`config.mk`:
```
export PLATFORM = sky130hd
export DESIGN_NAME = instruction_fetch
export DESIGN_NICKNAME = d
export VERILOG_FILES = /design/src/rtl/cpu_pkg.sv /design/src/rtl/program_counter.sv /design/src/rtl/instruction_fetch.sv
export SDC_FILE = /design/constraint.sdc
export NUM_CORES = 1
export LEC_CHECK = 0
export CORE_ASPECT_RATIO = 1.25
export CORE_UTILIZATION = 51
export DETAILED_ROUTE_END_ITERATION = 16
export PLACE_DENSITY_LB_ADDON = 0.08
export SLEW_MARGIN = 10
export SYNTH_ARGS = -nofsm -noshare
export SYNTH_HDL_FRONTEND = slang
export SYNTH_SLANG_ARGS = --single-unit
```
`constraint.sdc`:
```
create_clock -name clk -period 5.43 [get_ports clk]
set_input_delay 0.543 -clock clk [delete_from_list [all_inputs] [get_ports clk]]
set_output_delay 0.543 -clock clk [all_outputs]
set_load 0.05 [all_outputs]
```
`src/rtl/cpu_pkg.sv`:
```
// Shared CPU types: fetch FSM states and the pc/instruction word types used
// by the fetch stage and the control unit.
package cpu_pkg;

  localparam int PC_WIDTH    = 13;
  localparam int INSTR_WIDTH = 16;
  localparam int CNT_WIDTH   = 16;

  typedef logic [PC_WIDTH-1:0]    pc_t;
  typedef logic [INSTR_WIDTH-1:0] instr_t;

  typedef enum logic [1:0] {
    S_IDLE  = 2'd0,
    S_REQ   = 2'd1,
    S_WAIT  = 2'd2,
    S_VALID = 2'd3
  } fetch_state_t;

endpackage

```
`src/rtl/program_counter.sv`:
```
// Program counter: holds the fetch address and advances only when the
// decoder accepts the current instruction (sequential or jump target).
module program_counter #(
  parameter int PC_WIDTH = 13
) (
  input  logic                clk,
  input  logic                reset,
  input  logic                load,
  input  logic                pc_load,
  input  logic [PC_WIDTH-1:0] jump_address,
  output logic [PC_WIDTH-1:0] pc,
  output logic [PC_WIDTH-1:0] pc_next
);

  // pc + 1 wraps naturally at 2^PC_WIDTH
  assign pc_next = pc_load ? jump_address : pc + 1'b1;

  always_ff @(posedge clk or posedge reset) begin
    if (reset)     pc <= '0;
    else if (load) pc <= pc_next;
  end

endmodule

```
`src/rtl/instruction_fetch.sv`:
```
// Fetch stage: single-outstanding req/gnt + rvalid reads into an instruction
// register handed to the decoder with valid/ready.
module instruction_fetch
  import cpu_pkg::*;
#(
  parameter int PC_WIDTH    = cpu_pkg::PC_WIDTH,
  parameter int INSTR_WIDTH = cpu_pkg::INSTR_WIDTH,
  parameter int CNT_WIDTH   = cpu_pkg::CNT_WIDTH
) (
  input  logic                   clk,
  input  logic                   reset,
  output logic                   imem_req,
  output logic [PC_WIDTH-1:0]    imem_addr,
  input  logic                   imem_gnt,
  input  logic                   imem_rvalid,
  input  logic [INSTR_WIDTH-1:0] imem_rdata,
  output logic [INSTR_WIDTH-1:0] instruction,
  output logic                   instr_valid,
  input  logic                   instr_ready,
  input  logic                   pc_load,
  input  logic [PC_WIDTH-1:0]    jump_address,
  output logic [PC_WIDTH-1:0]    pc,
  output logic [CNT_WIDTH-1:0]   retired_count
);

  fetch_state_t          state, state_next;
  logic                  accept;
  logic                  req_d, valid_d, ld_instr;
  logic [PC_WIDTH-1:0]   addr_d, pc_next;

  assign accept = (state == S_VALID) && instr_ready;

  program_counter #(.PC_WIDTH(PC_WIDTH)) u_pc (
    .clk          (clk),
    .reset        (reset),
    .load         (accept),
    .pc_load      (pc_load),
    .jump_address (jump_address),
    .pc           (pc),
    .pc_next      (pc_next)
  );

  always_comb begin
    state_next = state;
    req_d      = imem_req;
    addr_d     = imem_addr;
    valid_d    = instr_valid;
    ld_instr   = 1'b0;
    case (state)
      S_IDLE: begin
        state_next = S_REQ;
        req_d      = 1'b1;
        addr_d     = pc;
      end
      S_REQ: begin
        // rvalid is deliberately ignored here; only gnt moves us on
        if (imem_gnt) begin
          req_d      = 1'b0;
          state_next = S_WAIT;
        end
      end
      S_WAIT: begin
        if (imem_rvalid) begin
          ld_instr   = 1'b1;
          valid_d    = 1'b1;
          state_next = S_VALID;
        end
      end
      S_VALID: begin
        // next request issues on the accept edge, giving 3 cycles/instr best case
        if (instr_ready) begin
          valid_d    = 1'b0;
          req_d      = 1'b1;
          addr_d     = pc_next;
          state_next = S_REQ;
        end
      end
      default: state_next = S_IDLE;
    endcase
  end

  always_ff @(posedge clk or posedge reset) begin
    if (reset) begin
      state       <= S_IDLE;
      imem_req    <= 1'b0;
      imem_addr   <= '0;
      instr_valid <= 1'b0;
    end else begin
      state       <= state_next;
      imem_req    <= req_d;
      imem_addr   <= addr_d;
      instr_valid <= valid_d;
    end
  end

  // instruction keeps its last value after accept; instr_valid qualifies it
  always_ff @(posedge clk or posedge reset) begin
    if (reset)         instruction <= '0;
    else if (ld_instr) instruction <= imem_rdata;
  end

  always_ff @(posedge clk or posedge reset) begin
    if (reset)                             retired_count <= '0;
    else if (accept && ~&retired_count)    retired_count <= retired_count + 1'b1;
  end

endmodule

```
==> results of run 1 <==
## where the power goes
group	total, W	internal, W	switching [W]
logic	0.00157	0.000572	0.000998
clock network	0.000448	0.000270	0.000178
registers	0.000845	0.000651	0.000194
## how the worst min path moves through the flow
stage               cells past startpoint              to            from  slack (ns)
floorplan                               2        state[0]        state[0]        0.53
global placement                        1   imem_addr[12]   imem_addr[12]        0.47
detailed placement                      1   imem_addr[12]   imem_addr[12]        0.47
CTS                                     1   imem_addr[12]   imem_addr[12]        0.49
global route                            1  instruction[9]  instruction[9]        0.52
finish                                  1   imem_addr[12]   imem_addr[12]        0.48
## cell usage after synthesis, drive strengths merged, types with 2 or more instances
| library cell | instances |
|---|---|
| a211oi | 4 |
| mux2 | 20 |
| nand2b | 3 |
| o31ai | 7 |
| and4 | 6 |
| mux2i | 4 |
| nor3 | 9 |
| a21o | 4 |
| dfrtp | 62 |
| nor2 | 18 |
| xor2 | 12 |
| o22ai | 5 |
| a31o | 2 |
| o21ai | 20 |
| or4 | 2 |
| a21oi | 14 |
| inv | 6 |
| a31oi | 5 |
| and2 | 3 |
| nand2 | 28 |
| a22o | 3 |
| a2bb2oi | 2 |
| a21boi | 2 |
| nor2b | 5 |
| ha | 6 |
| nor4 | 4 |
| buf | 6 |
| nand4 | 7 |
| or2 | 2 |
| clkbuf | 9 |
| and3 | 2 |
| nand3 | 10 |
| a22oi | 3 |
| xnor2 | 3 |
## metal layers
| metal | up-vias | track usage | routed length, um |
|---|---|---|---|
| met3 | 14 | 0.0848 | 516 |
| met1 | 1365 | 0.297 | 3060 |
| met4 | 0 | 0.0980 | 143 |
| met5 | - | 0 | 0 |
| li1 | 1313 | - | - |
| met2 | 102 | 0.424 | 4040 |
## final cells by class
cell class | count | area, um^2 | share of cell area
sequential | 62 | 1550 | 0.354
multi-input combinational | 225 | 1530 | 0.350
timing repair buffer | 96 | 956 | 0.218
clock buffer | 12 | 145 | 0.0331
tap | 82 | 103 | 0.0234
clock inverter | 4 | 70.1 | 0.0160
inverter | 7 | 26.3 | 0.00599
## registers in the layout, indices dropped and copies added, names as in the netlist
signal         flops
imem_addr         13
state              2
instruction       16
instr_valid        1
imem_req           1
u_pc.pc           13
retired_count     16
## cell families after synthesis
kind of cell             Yosys count
AO/OA/AOI/OAI                     78
flip-flops                        62
adder cells (fa/ha/maj)            6
multiplexers                      24
buffers and inverters             22
AND/OR/NAND/NOR                  102
XOR/XNOR                          15
## metrics by stage
step | hold slack (ns) | instance area, um^2
after floorplan | 0.528 | 3180
after global placement | 0.471 | 4170
after detailed placement | 0.474 | 4170
after CTS | 0.491 | 4390
after global routing | 0.523 | 4390
final | 0.484 | 4390
## cell usage in the layout, fill, tap and decap left out, types with 3 or more instances in the layout
master	n
a211oi_1	4
a21o_1	4
a21oi_1	14
a22o_1	3
a22oi_1	3
a31oi_1	5
and2_1	3
and4_1	5
clkbuf_8	10
clkdlybuf4s50_1	94
dfrtp_1	62
ha_1	6
inv_1	5
mux2_2	20
mux2i_1	4
nand2_1	28
nand2b_1	3
nand3_1	9
nand4_1	4
nand4_2	3
nor2_1	18
nor2b_1	5
nor3_1	9
nor4_1	3
o21ai_0	20
o22ai_1	5
o31ai_1	7
xnor2_1	3
xor2_1	12
## worst max-delay path, delay by kind of cell
kind            cells  cell delay, ns
buf+inv             2            1.64
compound gates      3            0.69
==> impl_results.md, run 1 <==
* Status: finished, final reports clean
* Hold Crit Class: register to register
* Fin cells at 488
* Vias per cell at 5.73
* DP Cell Count at 472
* Antenna violations before repair at 0
* # rows at 31
* Max-cap violation count at 0
* WL/cell at 15.9 um
* Library cells used by synthesis at 55
* Share of cells above drive strength 1 at 0.118
* Setup TNS at 0 ns
* Die height at 90.3 um
* PwrDens at 653 nW/um^2
* Max VDD drop at 410 uV
* Mux cell area share after synthesis at 0.0833
* Largest family of logic cells by synthesized area: simple AND/OR/NAND/NOR gates
* RR Startpoint: state[0]
* Fill count at 440
* DR DRC count at 0
* Core area at 5900 um^2
* Type of origin of the critical path: input pin
* Later-pin clock latency in the skew report at 0.34 ns
* Antenna-violating nets left at 0
* Period utilization at 0.486
* Most area-hungry cell type in the Yosys netlist: dfrtp_1
* Sequential area share after synthesis at 0.487
* Adder-cell share of the synthesized area at 0.0236
* Nets@finish at 442
* Overall Global Routing Usage at 0.254
* # diodes at 0
* Asr flop ratio synth at 1.00
* Global-route wire length before repair at 12900 um
* Crit path arrival time at 2.88 ns
* Synth Area in Compound Gates at 0.159
* Worst path slowest cell: clkdlybuf4s50_1
* Register-to-Register Path Depth at 5
* Reg2reg end: retired_count[12]
* Worst Max-Slew Pin Slew at 0.863 ns
* Clock net sink count at 62
* HPWL Detailed at 5390 um
* Die width at 72.7 um
* Post-CTS setup buffer count at 0
* Synth Register Bits at 62
* Share of the synthesized area in the top cell type at 0.487
* Count of buffers from port buffering at 94
* DR pass1 iterations at 6
* Cts bufs inserted at 9
* Hold buffer count at CTS at 0
* Final wirelength at 7760 um
* CTS root buffer: clkbuf_8
* WS Path Type: input pin to register
* Number of global-route vias before repair at 2835
* Mapped Area at 3180 um^2
* Worst-path clk slew at 0.07 ns
* Top cells by area, synth: dfrtp_1 (49%), mux2_2 (7.1%), nand2_1 (3.3%), xor2_1 (3.3%), o21ai_0 (3.1%)
* Largest net degree at the start of global routing at 63
* Final hold vios at 0
* Final Worst Setup Slack at 2.79 ns
* Post-synth EDFFs at 0
* CP startpoint: pc_load
* IO Count at 95
* Post-place setup slack at 2.49 ns
* Cell Chain, Critical Path: clkdlybuf4s50_1 -> clkinv_1 -> o21ai_0 -> a32oi_1 -> a21o_1
* Xor/xnor share of the synthesized area at 0.0413
* Simple-gate area share of the yosys netlist at 0.174
* Main synth FF type: dfrtp_1
* FF-to-FF setup slack at 3.14 ns
* Post-CTS Resized at 0
* Required time worst endpoint at 5.67 ns
* Ys Warns at 0
* Post-layout util at 0.744
* Htree depth at 3
* Total grt overflow at 0
* Overall power at 0.00286 W
* Final min period at 2.64 ns
* Max incr delay on CP at 0.97 ns
* RSZ-0062 raised after global routing: no
* Total die area at 6570 um^2
* Via count at 2794
* Mean Syn Cell Area at 10.3 um^2
* Area delta synth->final at 37.7%
* Crit path capture type: register
* Max-slew violations at 0
* DRT iter0 DRCs at 172
* P_leak at 1.84 nW
* Fmax at 0.379 GHz
* Gpl congestion at 0.826
* Clock skew at 0.0125 ns
* Slew HR at 0.424
* Maximum clock path buffer count at 2
* TritonCTS clock tree: built
* Mapped Cells at 309
* Syn nets at 350
* Max FO, Critical Path at 23
* Critical Path End: imem_addr[12]
* Setup violators final at 0
* Initial Utilization at 0.540
(Power assumes the default switching activity.)
==> run 2, diff against run 1 <==
CORE_UTILIZATION = 47   (was 51)
clock period = 2.5 ns   (was 5.43 ns; I/O delays follow)
==> impl_results.md, run 2 (synthesis gave the netlist of run 1 again) <==
* # diodes at 0 (unchanged)
* Post-CTS Resized at 0 (unchanged)
* Crit path arrival time at 1.78 ns (was 2.88 ns)
* Logic pwr share at 0.549 (was 0.548)
* Worst-path clk slew at 0.07 ns (about the same)
* # rows at 33 (was 31)
* Max-cap violation count at 0 (unchanged)
* IO Count at 95 (unchanged)
* Final Cell Area at 4430 um^2 (was 4390 um^2)
* Most frequent cells in the layout: clkdlybuf4s50_1 (94), dfrtp_1 (62), nand2_1 (28) (unchanged)
* Slew HR at 0.561 (was 0.424)
* Fill count at 522 (was 440)
* Share of cells above drive strength 1 at 0.127 (was 0.118)
* Total die area at 7110 um^2 (was 6570 um^2)
* Hold Crit Class: input pin to asynchronous set/reset pin (was register to register)
* Cell Chain, Critical Path: clkdlybuf4s50_1 (was clkdlybuf4s50_1 -> clkinv_1 -> o21ai_0 -> a32oi_1 -> a21o_1)
* DR DRC count at 0 (unchanged)
* DRT iter0 DRCs at 187 (was 172)
* Htree depth at 3 (unchanged)
* Type of origin of the critical path: register (was input pin)
* Clock net sink count at 62 (unchanged)
* Die width at 75.6 um (was 72.7 um)
* Area delta synth->final at 39.0% (was 37.7%)
* Hold buffer count at CTS at 0 (unchanged)
* Final min period at 2.03 ns
* CP top delay family: buffers and inverters (unchanged)
* Crit path capture type: primary output (was register)
* CTS root buffer: clkbuf_8 (unchanged)
* Via count at 2782 (was 2794)
* Max incr delay on CP at 0.87 ns (was 0.97 ns)
* Final wirelength at 7610 um (was 7760 um)
* Cts bufs inserted at 9 (unchanged)
* P_leak at 1.85 nW (was 1.84 nW)
* TritonCTS clock tree: built (unchanged)
* Final hold vios at 0 (unchanged)
* Gpl congestion at 0.851 (was 0.826)
* HPWL Detailed at 5360 um (was 5390 um)
* Fmax at 0.492 GHz
* Clk pwr share at 0.156 (about the same)
* Worst path buffer plus inverter count at 1 (was 2)
* WL/cell at 15.3 um (was 15.9 um)
* Total grt overflow at 0 (unchanged)
* Nets@finish at 445 (was 442)
* Later-pin clock latency in the skew report at 0.35 ns (was 0.34 ns)
* Required time worst endpoint at 2.25 ns (was 5.67 ns)
* DR pass1 iterations at 4 (was 6)
* Leading cell type in the layout, fill and taps excluded: clkdlybuf4s50_1 (unchanged)
* Setup violators final at 0 (unchanged)
* Max FO, Critical Path at 10 (was 23)
* Largest net degree at the start of global routing at 47 (was 63)
* Status: finished, final reports clean (unchanged)
* Count of buffers from port buffering at 94 (unchanged)
* Global-route wire length before repair at 12600 um (was 12900 um)
* Biggest regs: instruction: 16 flops, retired_count: 16 flops (unchanged)
* Worst Max-Slew Pin Slew at 0.658 ns (was 0.863 ns)
* Setup TNS at 0 ns (unchanged)
* Seq pwr share at 0.296 (was 0.295)
* Core area at 6570 um^2 (was 5900 um^2)
* Sw Pwr at 0.00297 W (was 0.00137 W)
* Antenna violations before repair at 0 (unchanged)
* Vias per cell at 5.61 (was 5.73)
* Worst path slowest cell: clkdlybuf4s50_1 (unchanged)
* Initial Utilization at 0.485 (was 0.540)
* Period utilization at 0.814
* Max VDD drop at 939 uV (was 410 uV)
* Cell Area, Placed at 4210 um^2 (was 4170 um^2)
* Sw frac at 0.479 (was 0.478)
* Clock skew at 0.00818 ns (was 0.0125 ns)
* Antenna-violating nets left at 0 (unchanged)
* Overall Global Routing Usage at 0.239 (was 0.254)
* Number of global-route vias before repair at 2727 (was 2835)
* Post-CTS setup buffer count at 0 (unchanged)
* Max-slew violations at 0 (unchanged)
* Internal Pwr Total at 0.00323 W (was 0.00149 W)
* PwrDens at 1400 nW/um^2 (was 653 nW/um^2)
* Maximum clock path buffer count at 2 (unchanged)
* WS Path Type: register to primary output (was input pin to register)
* Die height at 94.0 um (was 90.3 um)
* RSZ-0062 raised after global routing: no (unchanged)
==> run 2: cell count changes in the layout (fill, tap and decap cells not counted) <==
cell / before / now
clkbuf_8: 10 / 9
buf_4: 2 / 4
clkbuf_1: 2 / 1
buf_12: 0 / 1
clkinv_4: 0 / 1
clkinvlp_4: 0 / 1
==> run 2: worst reg2reg max path: stages (launching register included) <==
cell     delay [ns]
dfrtp_1        0.39
ha_1           0.34
and2_1         0.20
buf_4          0.28
nor2_1         0.20
a311o_1        0.31
o21ai_0        0.16
==> run 2: routing by layer <==
layer,wire length [um],vias to the layer above,global-route usage
met5,0,-,0
met3,545,14,0.0601
met2,3810,104,0.385
met1,3090,1344,0.293
li1,-,1320,-
met4,162,0,0.117
==> run 2: area by class of cell <==
class / instances / area, um^2 / area share
clock buffers: 10 / 128 / 0.0288
clock inverters: 6 / 86.3 / 0.0195
inverters: 7 / 26.3 / 0.00594
multi-input cells: 225 / 1530 / 0.347
flip-flops and latches: 62 / 1550 / 0.351
well taps: 87 / 109 / 0.0246
repair buffers: 99 / 991 / 0.224
==> run 2: per-stage QoR <==
stage,setup WS (ns),power [W],instances,utilization,hold slack (ns)
2_1_floorplan,0.466,0.00416,309,-,0.401
3_3_place_gp,0.552,0.00521,480,0.642,0.467
3_5_place_dp,0.511,0.00526,480,0.642,0.470
4_1_cts,0.482,0.00624,496,0.674,0.202
5_1_grt,0.305,0.00657,496,0.674,0.233
6_report,0.466,0.00620,496,0.674,0.193
==> run 2: final timing paths <==
check	from	end	slack (ns)	cells past startpoint
setup / recovery	u_pc.pc[4]	pc[4]	0.47	1
hold / removal	reset	imem_addr[10]	0.19	2
setup reg to reg	state[1]	imem_addr[8]	0.54	6
hold reg to reg	imem_addr[12]	imem_addr[12]	0.49	1
max in group asynchronous	reset	retired_count[0]	1.73	3
min in group clk	imem_addr[12]	imem_addr[12]	0.49	1
==> run 2: power by group through the flow <==
stage / Clock (W) / Sequential (W) / Combinational, W
2_1_floorplan: 0 / 0.00309 / 0.00107
3_3_place_gp: 0 / 0.00183 / 0.00338
3_5_place_dp: 0 / 0.00184 / 0.00342
4_1_cts: 0.000987 / 0.00183 / 0.00343
5_1_grt: 0.00102 / 0.00190 / 0.00365
6_report: 0.000966 / 0.00183 / 0.00340
==> run 3, diff against run 2 <==
clock period = 1.9 ns   (was 2.5 ns; I/O delays follow)
==> impl_results.md, run 3 (synthesis gave the netlist of run 1 again) <==
* Status: finished, final reports clean (unchanged)
* IO Count at 95 (unchanged)
* Clk pwr share at 0.143 (was 0.156)
* Post-layout util at 0.688 (was 0.674)
* TritonCTS clock tree: built (unchanged)
* Fmax at 0.537 GHz
* Gpl congestion at 0.922 (was 0.851)
* Leading cell type in the layout, fill and taps excluded: clkdlybuf4s50_1 (unchanged)
* RR Startpoint: state[0] (was state[1])
* Max-cap violation count at 0 (unchanged)
* Required time worst endpoint at 1.71 ns (was 2.25 ns)
* Worst Max-Slew Pin Slew at 0.522 ns (was 0.658 ns)
* Antenna-violating nets left at 0 (unchanged)
* Area delta synth->final at 41.8% (was 39.0%)
* PwrDens at 1810 nW/um^2 (was 1400 nW/um^2)
* # diodes at 0 (unchanged)
* FF-to-FF setup slack at 0.15 ns (was 0.54 ns)
* Period utilization at 0.980
* CTS root buffer: clkbuf_8 (unchanged)
* P_leak at 1.95 nW (was 1.85 nW)
* Cts bufs inserted at 9 (unchanged)
* Die height at 94.0 um (unchanged)
* Htree depth at 3 (unchanged)
* Setup violators final at 0 (unchanged)
* Reg2reg end: retired_count[15] (was imem_addr[8])
* Fill count at 528 (was 522)
* HPWL Detailed at 5490 um (was 5360 um)
* Slew HR at 0.651 (was 0.561)
* Type of origin of the critical path: register (unchanged)
* Most frequent cells in the layout: clkdlybuf4s50_1 (85), dfrtp_1 (60), nand2_1 (28) (was clkdlybuf4s50_1 (94), dfrtp_1 (62), nand2_1 (28))
* Vias per cell at 5.49 (was 5.61)
* # rows at 33 (unchanged)
* Max-slew violations at 0 (unchanged)
* Logic pwr share at 0.566 (was 0.549)
* Nets@finish at 458 (was 445)
* Via count at 2796 (was 2782)
* Max FO, Critical Path at 7 (was 10)
* Final wirelength at 7610 um (about the same)
* WS Path Type: register to primary output (unchanged)
* Initial Utilization at 0.485 (unchanged)
* Die width at 75.6 um (unchanged)
* DRT iter0 DRCs at 92 (was 187)
* Post-CTS Resized at 1 (was 0)
* Total die area at 7110 um^2 (unchanged)
* DR DRC count at 0 (unchanged)
* Biggest regs: instruction: 16 flops, retired_count: 16 flops (unchanged)
* Share of cells above drive strength 1 at 0.173 (was 0.127)
* Largest net degree at the start of global routing at 34 (was 47)
* Post-CTS setup buffer count at 0 (unchanged)
* Register-to-Register Path Depth at 5 (was 6)
* Worst-path clk slew at 0.08 ns (was 0.07 ns)
* Crit path arrival time at 1.67 ns (was 1.78 ns)
* Final min period at 1.86 ns
* Hold buffer count at CTS at 0 (unchanged)
* Sw frac at 0.485 (was 0.479)
* WL/cell at 14.9 um (was 15.3 um)
* Number of global-route vias before repair at 2698 (was 2727)
* Maximum clock path buffer count at 2 (unchanged)
* Global-route wire length before repair at 12400 um (was 12600 um)
* Later-pin clock latency in the skew report at 0.35 ns (about the same)
* Setup TNS at 0 ns (unchanged)
* Crit path capture type: primary output (unchanged)
* RSZ-0062 raised after global routing: no (unchanged)
* Seq pwr share at 0.291 (was 0.296)
* Hold Crit Class: input pin to asynchronous set/reset pin (unchanged)
* Clock skew at 0.00855 ns (was 0.00818 ns)
* Overall Global Routing Usage at 0.236 (was 0.239)
* Sw Pwr at 0.00396 W (was 0.00297 W)
* Core area at 6570 um^2 (unchanged)
* DR pass1 iterations at 4 (unchanged)
* Total grt overflow at 0 (unchanged)
* Internal Pwr Total at 0.00421 W (was 0.00323 W)
* Clock net sink count at 62 (unchanged)
* Max VDD drop at 1240 uV (was 939 uV)
* Final hold vios at 0 (unchanged)
* Overall power at 0.00816 W (was 0.00620 W)
* Antenna violations before repair at 0 (unchanged)
* Count of buffers from port buffering at 94 (unchanged)
## run 3: cell count changes in the layout (fill, tap and decap cells not counted), sizes merged, moves of 2 or more
cell	before	now
inv	6	8
dlymetal6s2s	0	6
buf	5	20
clkdlybuf4s50	94	85
## run 3: critical path, stage by stage (launching register included)
cell and delay, ns:
dfrtp_2 0.37, buf_4 0.15, clkdlybuf4s50_1 0.80
## run 3: power groups by stage
| stage | logic [W] | clock network [W] | registers, W |
|---|---|---|---|
| floorplan | 0.00140 | 0 | 0.00407 |
| global placement | 0.00458 | 0 | 0.00238 |
| detailed placement | 0.00464 | 0 | 0.00239 |
| CTS | 0.00465 | 0.00120 | 0.00237 |
| global route | 0.00493 | 0.00126 | 0.00246 |
| finish | 0.00462 | 0.00117 | 0.00237 |
## run 3: worst max path at each step
stage	from	to	depth (start not counted)
4_1_cts	u_pc.pc[3]	pc[3]	1
6_report	u_pc.pc[0]	pc[0]	2
3_3_place_gp	instr_ready	retired_count[15]	5
3_5_place_dp	instr_ready	retired_count[15]	5
2_1_floorplan	reset	u_pc.pc[0]	1
5_1_grt	u_pc.pc[0]	pc[0]	2
## run 3: through the flow
stage | worst slack (ns) | cells | hold WS [ns] | area [um^2]
2_1_floorplan | 0.0306 | 309 | 0.341 | 3190
3_5_place_dp | -0.0237 | 493 | 0.470 | 4290
3_3_place_gp | 0.0178 | 493 | 0.473 | 4290
6_report | 0.0375 | 509 | 0.238 | 4510
5_1_grt | 0.00305 | 509 | 0.315 | 4510
4_1_cts | 0.000370 | 509 | 0.241 | 4490
## run 3: final cells by class
type                    instances  area (um^2)  area share
flip-flops and latches         62         1550       0.344
multi-input cells             225         1540       0.342
repair buffers                112         1080       0.240
clock buffers                   9          124      0.0274
well taps                      87          109      0.0241
clock inverters                 7         72.6      0.0161
inverters                       7         26.3     0.00582
## run 3: routing by layer
layer  global-route usage  vias up  part of all wire
li1                     -     1352                 -
met3               0.0504       18             0.062
met4                0.139        0             0.028
met2                0.374       94              0.48
met1                0.290     1332              0.43
met5                    0        -                 0
